==> src/rtl/uart_pkg.sv <==
// Shared widths, opcodes and FSM state encoding for the UART ALU responder.
package uart_pkg;

  localparam int unsigned NB_DATA = 8;
  localparam int unsigned NB_OP   = 6;

  localparam logic [NB_OP-1:0] OP_ADD = 6'b100000;
  localparam logic [NB_OP-1:0] OP_SUB = 6'b100010;
  localparam logic [NB_OP-1:0] OP_AND = 6'b100100;
  localparam logic [NB_OP-1:0] OP_OR  = 6'b100101;
  localparam logic [NB_OP-1:0] OP_XOR = 6'b100110;
  localparam logic [NB_OP-1:0] OP_NOR = 6'b100111;
  localparam logic [NB_OP-1:0] OP_SRL = 6'b000010;
  localparam logic [NB_OP-1:0] OP_SRA = 6'b000011;

  typedef enum logic [2:0] {
    ST_WAIT_A  = 3'd0,
    ST_WAIT_B  = 3'd1,
    ST_WAIT_OP = 3'd2,
    ST_COMPUTE = 3'd3,
    ST_SEND    = 3'd4,
    ST_WAIT_TX = 3'd5
  } state_t;

endpackage

==> src/rtl/alu.sv <==
// Combinational ALU: eight operations, wraps mod 2^NB_DATA, flags unknown opcodes.
module alu
  import uart_pkg::*;
(
  input  logic [NB_DATA-1:0] a,
  input  logic [NB_DATA-1:0] b,
  input  logic [NB_OP-1:0]   op,
  output logic [NB_DATA-1:0] result,
  output logic               op_valid
);

  logic shift_oob;

  // Shift amounts of NB_DATA or more saturate rather than relying on operator behaviour.
  assign shift_oob = (b >= NB_DATA[NB_DATA-1:0]);

  // Operation select; unsupported opcodes produce zero and clear op_valid.
  always_comb begin
    result   = '0;
    op_valid = 1'b1;
    case (op)
      OP_ADD: result = a + b;
      OP_SUB: result = a - b;
      OP_AND: result = a & b;
      OP_OR:  result = a | b;
      OP_XOR: result = a ^ b;
      OP_NOR: result = ~(a | b);
      OP_SRL: result = shift_oob ? '0 : (a >> b);
      OP_SRA: result = shift_oob ? {NB_DATA{a[NB_DATA-1]}}
                                 : NB_DATA'($signed(a) >>> b);
      default: begin
        result   = '0;
        op_valid = 1'b0;
      end
    endcase
  end

endmodule

==> src/rtl/uart_alu_interface.sv <==
// Collects A, B, opcode bytes from the UART receiver, evaluates them and
// hands the result to the transmitter, waiting for its completion.
module uart_alu_interface
  import uart_pkg::*;
#(
  parameter int unsigned TIMEOUT_CYCLES = 2_000_000
) (
  input  logic               i_clock,
  input  logic               i_reset,
  input  logic [NB_DATA-1:0] i_rx_data,
  input  logic               i_rx_done,
  input  logic               i_tx_done,
  output logic [NB_DATA-1:0] o_interface_data,
  output logic               o_interface_done,
  output logic               o_busy,
  output logic               o_op_error,
  output logic               o_overrun
);

  localparam int unsigned CNT_W     = (TIMEOUT_CYCLES < 2) ? 1 : $clog2(TIMEOUT_CYCLES);
  localparam int unsigned TO_LAST_I = (TIMEOUT_CYCLES == 0) ? 0 : TIMEOUT_CYCLES - 1;
  localparam logic [CNT_W-1:0] TO_LAST = CNT_W'(TO_LAST_I);
  localparam bit TO_EN = (TIMEOUT_CYCLES != 0);

  state_t             state_q, state_d;
  logic [NB_DATA-1:0] a_q, a_d;
  logic [NB_DATA-1:0] b_q, b_d;
  logic [NB_OP-1:0]   op_q, op_d;
  logic [CNT_W-1:0]   cnt_q, cnt_d;
  logic [NB_DATA-1:0] data_d;
  logic               done_d, busy_d, err_d, ovr_d;
  logic               timeout_hit;
  logic [NB_DATA-1:0] alu_result;
  logic               alu_op_valid;

  alu u_alu (
    .a        (a_q),
    .b        (b_q),
    .op       (op_q),
    .result   (alu_result),
    .op_valid (alu_op_valid)
  );

  // Timeout fires after TIMEOUT_CYCLES idle cycles in WAIT_B/WAIT_OP.
  assign timeout_hit = TO_EN && (cnt_q == TO_LAST);

  // Next-state and next-output logic; every register holds unless updated.
  always_comb begin
    state_d = state_q;
    a_d     = a_q;
    b_d     = b_q;
    op_d    = op_q;
    cnt_d   = cnt_q;
    data_d  = o_interface_data;
    err_d   = o_op_error;
    ovr_d   = 1'b0;
    case (state_q)
      ST_WAIT_A: begin
        if (i_rx_done) begin
          a_d     = i_rx_data;
          cnt_d   = '0;
          state_d = ST_WAIT_B;
        end
      end
      ST_WAIT_B: begin
        if (i_rx_done) begin
          b_d     = i_rx_data;
          cnt_d   = '0;
          state_d = ST_WAIT_OP;
        end else if (timeout_hit) begin
          cnt_d   = '0;
          state_d = ST_WAIT_A;
        end else if (TO_EN) begin
          cnt_d = cnt_q + CNT_W'(1);
        end
      end
      ST_WAIT_OP: begin
        if (i_rx_done) begin
          op_d    = i_rx_data[NB_OP-1:0];
          cnt_d   = '0;
          state_d = ST_COMPUTE;
        end else if (timeout_hit) begin
          cnt_d   = '0;
          state_d = ST_WAIT_A;
        end else if (TO_EN) begin
          cnt_d = cnt_q + CNT_W'(1);
        end
      end
      ST_COMPUTE: begin
        data_d  = alu_result;
        err_d   = ~alu_op_valid;
        ovr_d   = i_rx_done;
        state_d = ST_SEND;
      end
      ST_SEND: begin
        ovr_d   = i_rx_done;
        state_d = ST_WAIT_TX;
      end
      ST_WAIT_TX: begin
        ovr_d = i_rx_done;
        if (i_tx_done) state_d = ST_WAIT_A;
      end
      default: state_d = ST_WAIT_A;
    endcase
    done_d = (state_d == ST_SEND);
    busy_d = (state_d == ST_COMPUTE) || (state_d == ST_SEND) || (state_d == ST_WAIT_TX);
  end

  // State and output registers with synchronous active-low reset.
  always_ff @(posedge i_clock) begin
    if (!i_reset) begin
      state_q          <= ST_WAIT_A;
      a_q              <= '0;
      b_q              <= '0;
      op_q             <= '0;
      cnt_q            <= '0;
      o_interface_data <= '0;
      o_interface_done <= 1'b0;
      o_busy           <= 1'b0;
      o_op_error       <= 1'b0;
      o_overrun        <= 1'b0;
    end else begin
      state_q          <= state_d;
      a_q              <= a_d;
      b_q              <= b_d;
      op_q             <= op_d;
      cnt_q            <= cnt_d;
      o_interface_data <= data_d;
      o_interface_done <= done_d;
      o_busy           <= busy_d;
      o_op_error       <= err_d;
      o_overrun        <= ovr_d;
    end
  end

endmodule

==> config.mk <==
export PLATFORM = sky130hd
export DESIGN_NAME = uart_alu_interface
export DESIGN_NICKNAME = d
export VERILOG_FILES = /design/src/rtl/uart_pkg.sv /design/src/rtl/alu.sv /design/src/rtl/uart_alu_interface.sv
export SDC_FILE = /design/constraint.sdc
export NUM_CORES = 1
export LEC_CHECK = 0
export ABC_AREA = 1
export BUFFER_PORTS_ARGS = -buffer_cell sky130_fd_sc_hd__buf_2
export CORE_UTILIZATION = 62
export DETAILED_ROUTE_END_ITERATION = 10
export PLACE_DENSITY = 0.78
export SYNTH_ARGS = -nofsm -noshare
export SYNTH_HDL_FRONTEND = slang
export SYNTH_SLANG_ARGS = --single-unit
==> constraint.sdc <==
create_clock -name i_clock -period 3 [get_ports i_clock]
set_input_delay 0.45 -clock i_clock [delete_from_list [all_inputs] [get_ports i_clock]]
set_output_delay 0.45 -clock i_clock [all_outputs]
set_load 0.02 [all_outputs]
Word level (Yosys, flattened, before mapping)
Cells that the tools add are included.

$add $sub $neg: 3. Multiply operators: 0. Div/mod/pow operators: 0. $lt $le $gt $ge: 1. Equality and inequality tests: 18. Shift operators: 2. Mux-type cells: 14. Bitwise operators: 5. Reduce and logical (&&, ||, !) cells: 12.

Operators by type and width (number): one-hot mux 8 bit (8 select lines) (1); 2-to-1 mux 21 bit (3); one-hot mux 21 bit (2 select lines) (1); == test 6 bit, second input constant (6); adder 21 x 1 -> 21 bit, second input constant (1); == test 21 bit, second input constant (1); one-hot mux 3 bit (6 select lines) (1); 2-to-1 mux 8 bit (2); 2-to-1 mux 3 bit (5); == test 3 bit, second input constant (4); == test 6 x 2 -> 1 bit, second input constant (2); AND reduction 2 bit (5); == test 3 x 2 -> 1 bit, second input constant (3); adder 8 bit (1); bitwise AND 8 bit (1); >= comparator 8 x 4 -> 1 bit, second input constant (1); inverter 8 bit (1); OR 8 bit (1); OR reduction 8 bit (1); right shift 8 x 8 -> 8 bit (1); >>> shifter 8 x 8 -> 8 bit (1); subtractor 8 bit (1); XOR 8 bit (1); == test 3 x 1 -> 1 bit, second input constant (1); 8 further kinds (9).

Register bits after elaboration: 58. Latch bits: 0. Memory bits (writable): 0. ROM bits: 0. Input port bits: 12. Output and inout port bits: 12. Logic and storage cells: 65. Memories: 0.

Longest topological paths before layout
Depth in word-level cells: 7. Depth in mapped cells: 18. Mapped depth without buffers: 18.

Hierarchy
A second synthesis with hierarchy kept.

Cells, all modules: 716. Area, all modules: 4441.8 sq um.

By module, submodules not included: uart_alu_interface (times used 1, cells each 385, area an instance 2701.3 sq um, sequential area each 1161.1 sq um); alu (times used 1, cells each 331, area an instance 1740.4 sq um, sequential area each 0.0 sq um).

Worst setup path after synthesis
No wires, ideal clock.

Path type: reg-to-reg. From: register b_q[1]. To: register o_interface_data[4]. Library setup time: 0.134 ns. Arrival time: 2.293 ns. Required time: 2.866 ns. Slack: 0.573 ns. Cell stages (with the launch flop): 18. Buffers on the path: 2. Clock period less this slack: 2.427 ns. Cells stage by stage: dfxtp_1 -> buf_2 -> inv_1 -> buf_2 -> ha_1 -> nand2_1 -> o21ai_0 -> fa_1 -> inv_1 -> nand3_1 -> nand2_1 -> a21oi_1 -> o21ai_0 -> nand4_1 -> nor2_1 -> nand2_1 -> nand2_1 -> a21oi_1.

Cells in the longest elaborated chain, start to end: 3. Elaborated cells on any way between the ends: 8. Those cells by class: add/sub: 2; order compare: 1; shift: 2; mux: 3.

Ends and longest elaborated chain: start, declared (RTL line uart_alu_interface.sv:27) `logic [NB_DATA-1:0] b_q, b_d;`; start signal, assigned (RTL line uart_alu_interface.sv:114) `b_q <= '0;`; start signal, assigned (RTL line uart_alu_interface.sv:125) `b_q <= b_d;`; >= comparator 8 x 4 -> 1 bit, or another cell as far along (RTL line alu.sv:15) `assign shift_oob = (b >= NB_DATA[NB_DATA-1:0]);`; 2-to-1 mux 8 bit (on tied branches) (RTL line alu.sv:29, alu.sv:28); one-hot mux 8 bit (8 select lines) (*) (RTL line alu.sv:21) `case (op)`; end signal, assigned (RTL line uart_alu_interface.sv:128) `o_interface_data <= data_d;`; end, declared (RTL line uart_alu_interface.sv:13) `output logic [NB_DATA-1:0] o_interface_data,`.

Every way passes the cells marked *; elsewhere a longest branch is shown, timed or not. A chain may end at the register's enable or synchronous reset.

Final worst setup path
From: register op_q[5]. To: register o_interface_data[4].

Cells in the longest elaborated chain, start to end: 2. Elaborated cells on any way between the ends: 9. Those cells by class: eq/ne: 8; mux: 1.

Ends and longest elaborated chain: start, declared (RTL line uart_alu_interface.sv:28) `logic [NB_OP-1:0] op_q, op_d;`; start signal, assigned (RTL line uart_alu_interface.sv:126) `op_q <= op_d;`; == test 6 x 2 -> 1 bit / == test 6 bit (equally long branches) (RTL line alu.sv:21); one-hot mux 8 bit (8 select lines) (*) (RTL line alu.sv:21).

Marked as above.

==> summary.txt <==
status: complete, no violations
area delta synth->final: 8.971%
post-synthesis sequential area ratio: 28.41%
Tightest Pin Transition: 760.1 ps
final std cells w/o fill: 721
DP Cell Count: 705
detailed placement HPWL: 8740 um
Starting DRT DRC Count: 408
PnR worst setup slack: 194.2 ps
Layout Utilization: 70.13%
drt pass-1 iters: 5
Hold Path Class: input pin to flip-flop
crit path to: o_interface_data[4]
setup violators final: 0
Setup crit end kind: flip-flop
largest net degree at the start of global routing: 34
GR Overflow Total: 0
Ports: 24
Ant. Diodes: 0
Worst Reg-to-Reg Cells: 16
clk buf depth: 2
RR Startpoint: op_q[5]
RSZ-0062 raised after global routing: false
setup TNS: 0 ps
Mapped Cells: 616
post-synthesis area per instance: 6.634 um^2
die area: 0.006920 mm^2
first-pass GRT wire length: 19150 um
top-area cell type share of the netlist area: 28.41%
Placement Setup Slack: 255.2 ps
clk sink count: 58
drt total wl: 11810 um
Nets: 677
Die W: 83.19 um
H-tree depth: 3
layout cells sized above 1: 14.13%
MaxCap Viol Count: 0
Synth Register Bits: 58
Synthesized Nets: 654
reg2reg setup slack: 190 ps
initial core utilization: 64.35%
relative slew slack: 49.27%
Max rail drop VDD: 381.6 uV
commonest non-fill, non-tap cells in the layout: nand2_1 (154), inv_1 (62), a21oi_1 (59)
Async S/R FF share, synth: 0%
Port Buffers: 23
total number of vias: 4342
drt wl/cell: 16.37 um
Main synth FF type: dfxtp_1
Distinct cells, synth: 44
Worst Clk Skew: 9.218 ps
synth warn: 0
commonest non-fill, non-tap cell in the layout: nand2_1
Worst EP arrival: 3020 ps
vias per std cell: 6.022
initial antenna violation count: 0
crit path time final: 2806 ps
fin crit share: 93.53%
crit path max fanout: 8
DIE HEIGHT: 83.19 um
Area contributors post-synth: dfxtp_1 (28%), nand2_1 (14%), ha_1 (7.7%)
Setup CP Type: flip-flop to flip-flop
maximum clock rate: 0.3564 GHz
clock buffer count from CTS: 9
Clk pin slew, worst setup/hold paths: 80 ps
synthesized area: 0.004086 mm^2
overall power: 0.002142 W
PwrDens: 481.0 mW/mm^2
Req. time, crit path: 3210 ps
setup bufs post-CTS: 0
Setup crit start: op_q[5]
Root Driver: clkbuf_8
GP Congestion: 1.076
CP startpoint kind: flip-flop
vias in the first global route: 3938
CTS tree: yes
Hold Fails Final Rpt: 0
gr usage total: 35.25%
FF-to-FF End: o_interface_data[4]
core area: 0.006350 mm^2
Std-Cell Rows: 29
Post-synth EDFFs: 0
max-slew violations: 0
area leader, netlist: dfxtp_1
clk_lat worst skew: 360 ps
post-route ant nets: 0
leak pwr: 1.993 nW
Post-route DRC: 0
## critical path, cell delays in order, from the launching register on
cell and delay (ps):
dfxtp_1 330, inv_1 70, nor2_2 160, nand3_4 160
inv_2 130, nand2_4 90, nand2_1 90, xor2_1 150
ha_1 310, a21oi_1 210, nand2_1 100, o21ai_0 310
nand4_1 190, nor2_1 170, nand2_1 70, nand2_1 60
a21oi_1 60
## cell type report
cell class              count  area [um^2]
multi-input cells         468         2580
fillers                   560         1897
flip-flops and latches     58         1161
inverters                  73        276.5
repair buffers             29        160.2
clock buffers              10        137.6
well taps                  77        96.34
clock inverters             6        41.29
## flip-flops by register name (all words and copies together), names as in the netlist
signal            cells
a_q                   8
b_q                   8
cnt_q                21
o_busy                1
o_interface_data      8
o_interface_done      1
o_op_error            1
o_overrun             1
op_q                  6
state_q               3
## power breakdown
part,internal (W),switching [W],leakage [nW]
Sequential,0.000799,0.0000426,0.471
Combinational,0.000205,0.000416,1.44
Clock,0.000321,0.000358,0.0847
## cell usage after synthesis (6+ instances only)
master,instances
a21oi_1,59
buf_2,6
clkbuf_1,9
dfxtp_1,58
ha_1,25
inv_1,62
inv_2,9
nand2_1,154
nand2_2,6
nand3_1,47
nand4_1,14
nor2_1,35
nor2_2,8
nor3_1,7
o21ai_0,48
o21ai_1,7
xnor2_1,6
xor2_1,9
## kinds of logic after synthesis
kind of cell | count (synthesis) | share of synthesized area, %
compound gates | 136 | 18.22
xor+xnor | 15 | 3.215
fa+ha+maj | 26 | 8.145
buf+inv | 90 | 8.695
flops | 58 | 28.41
simple gates | 291 | 33.31
## repair_timing
item	in CTS	in global routing
gates resized for setup	0	2
hold buffers	0	0
endpoints found under the setup margin	0	1
## per-stage QoR
step / hold WS [ps] / instance area (um^2)
2_1_floorplan: 457.3 / 4086
3_3_place_gp: 450.8 / 4264
3_5_place_dp: 456.6 / 4264
4_1_cts: 400.8 / 4443
5_1_grt: 419.1 / 4453
6_report: 397.8 / 4453
## metal layers
layer	wire (um)	up-vias	global-route usage [%]
li1	-	2093	-
met5	0	-	0
met1	5288	1974	48.63
met4	356	0	15.67
met3	1116	40	7.555
met2	5045	235	52.83
## worst min path at each step
stage | start | end | slack [ps] | cells after the start
3_5_place_dp | o_interface_data[1] | o_interface_data[1] | 460 | 2
4_1_cts | i_rx_data[6] | a_q[6] | 400 | 3
2_1_floorplan | cnt_q[1] | cnt_q[1] | 460 | 2
3_3_place_gp | o_interface_data[1] | o_interface_data[1] | 450 | 2
5_1_grt | i_rx_data[3] | a_q[3] | 420 | 3
6_report | i_rx_data[6] | a_q[6] | 400 | 3
Power figures use the tool's default switching activity.
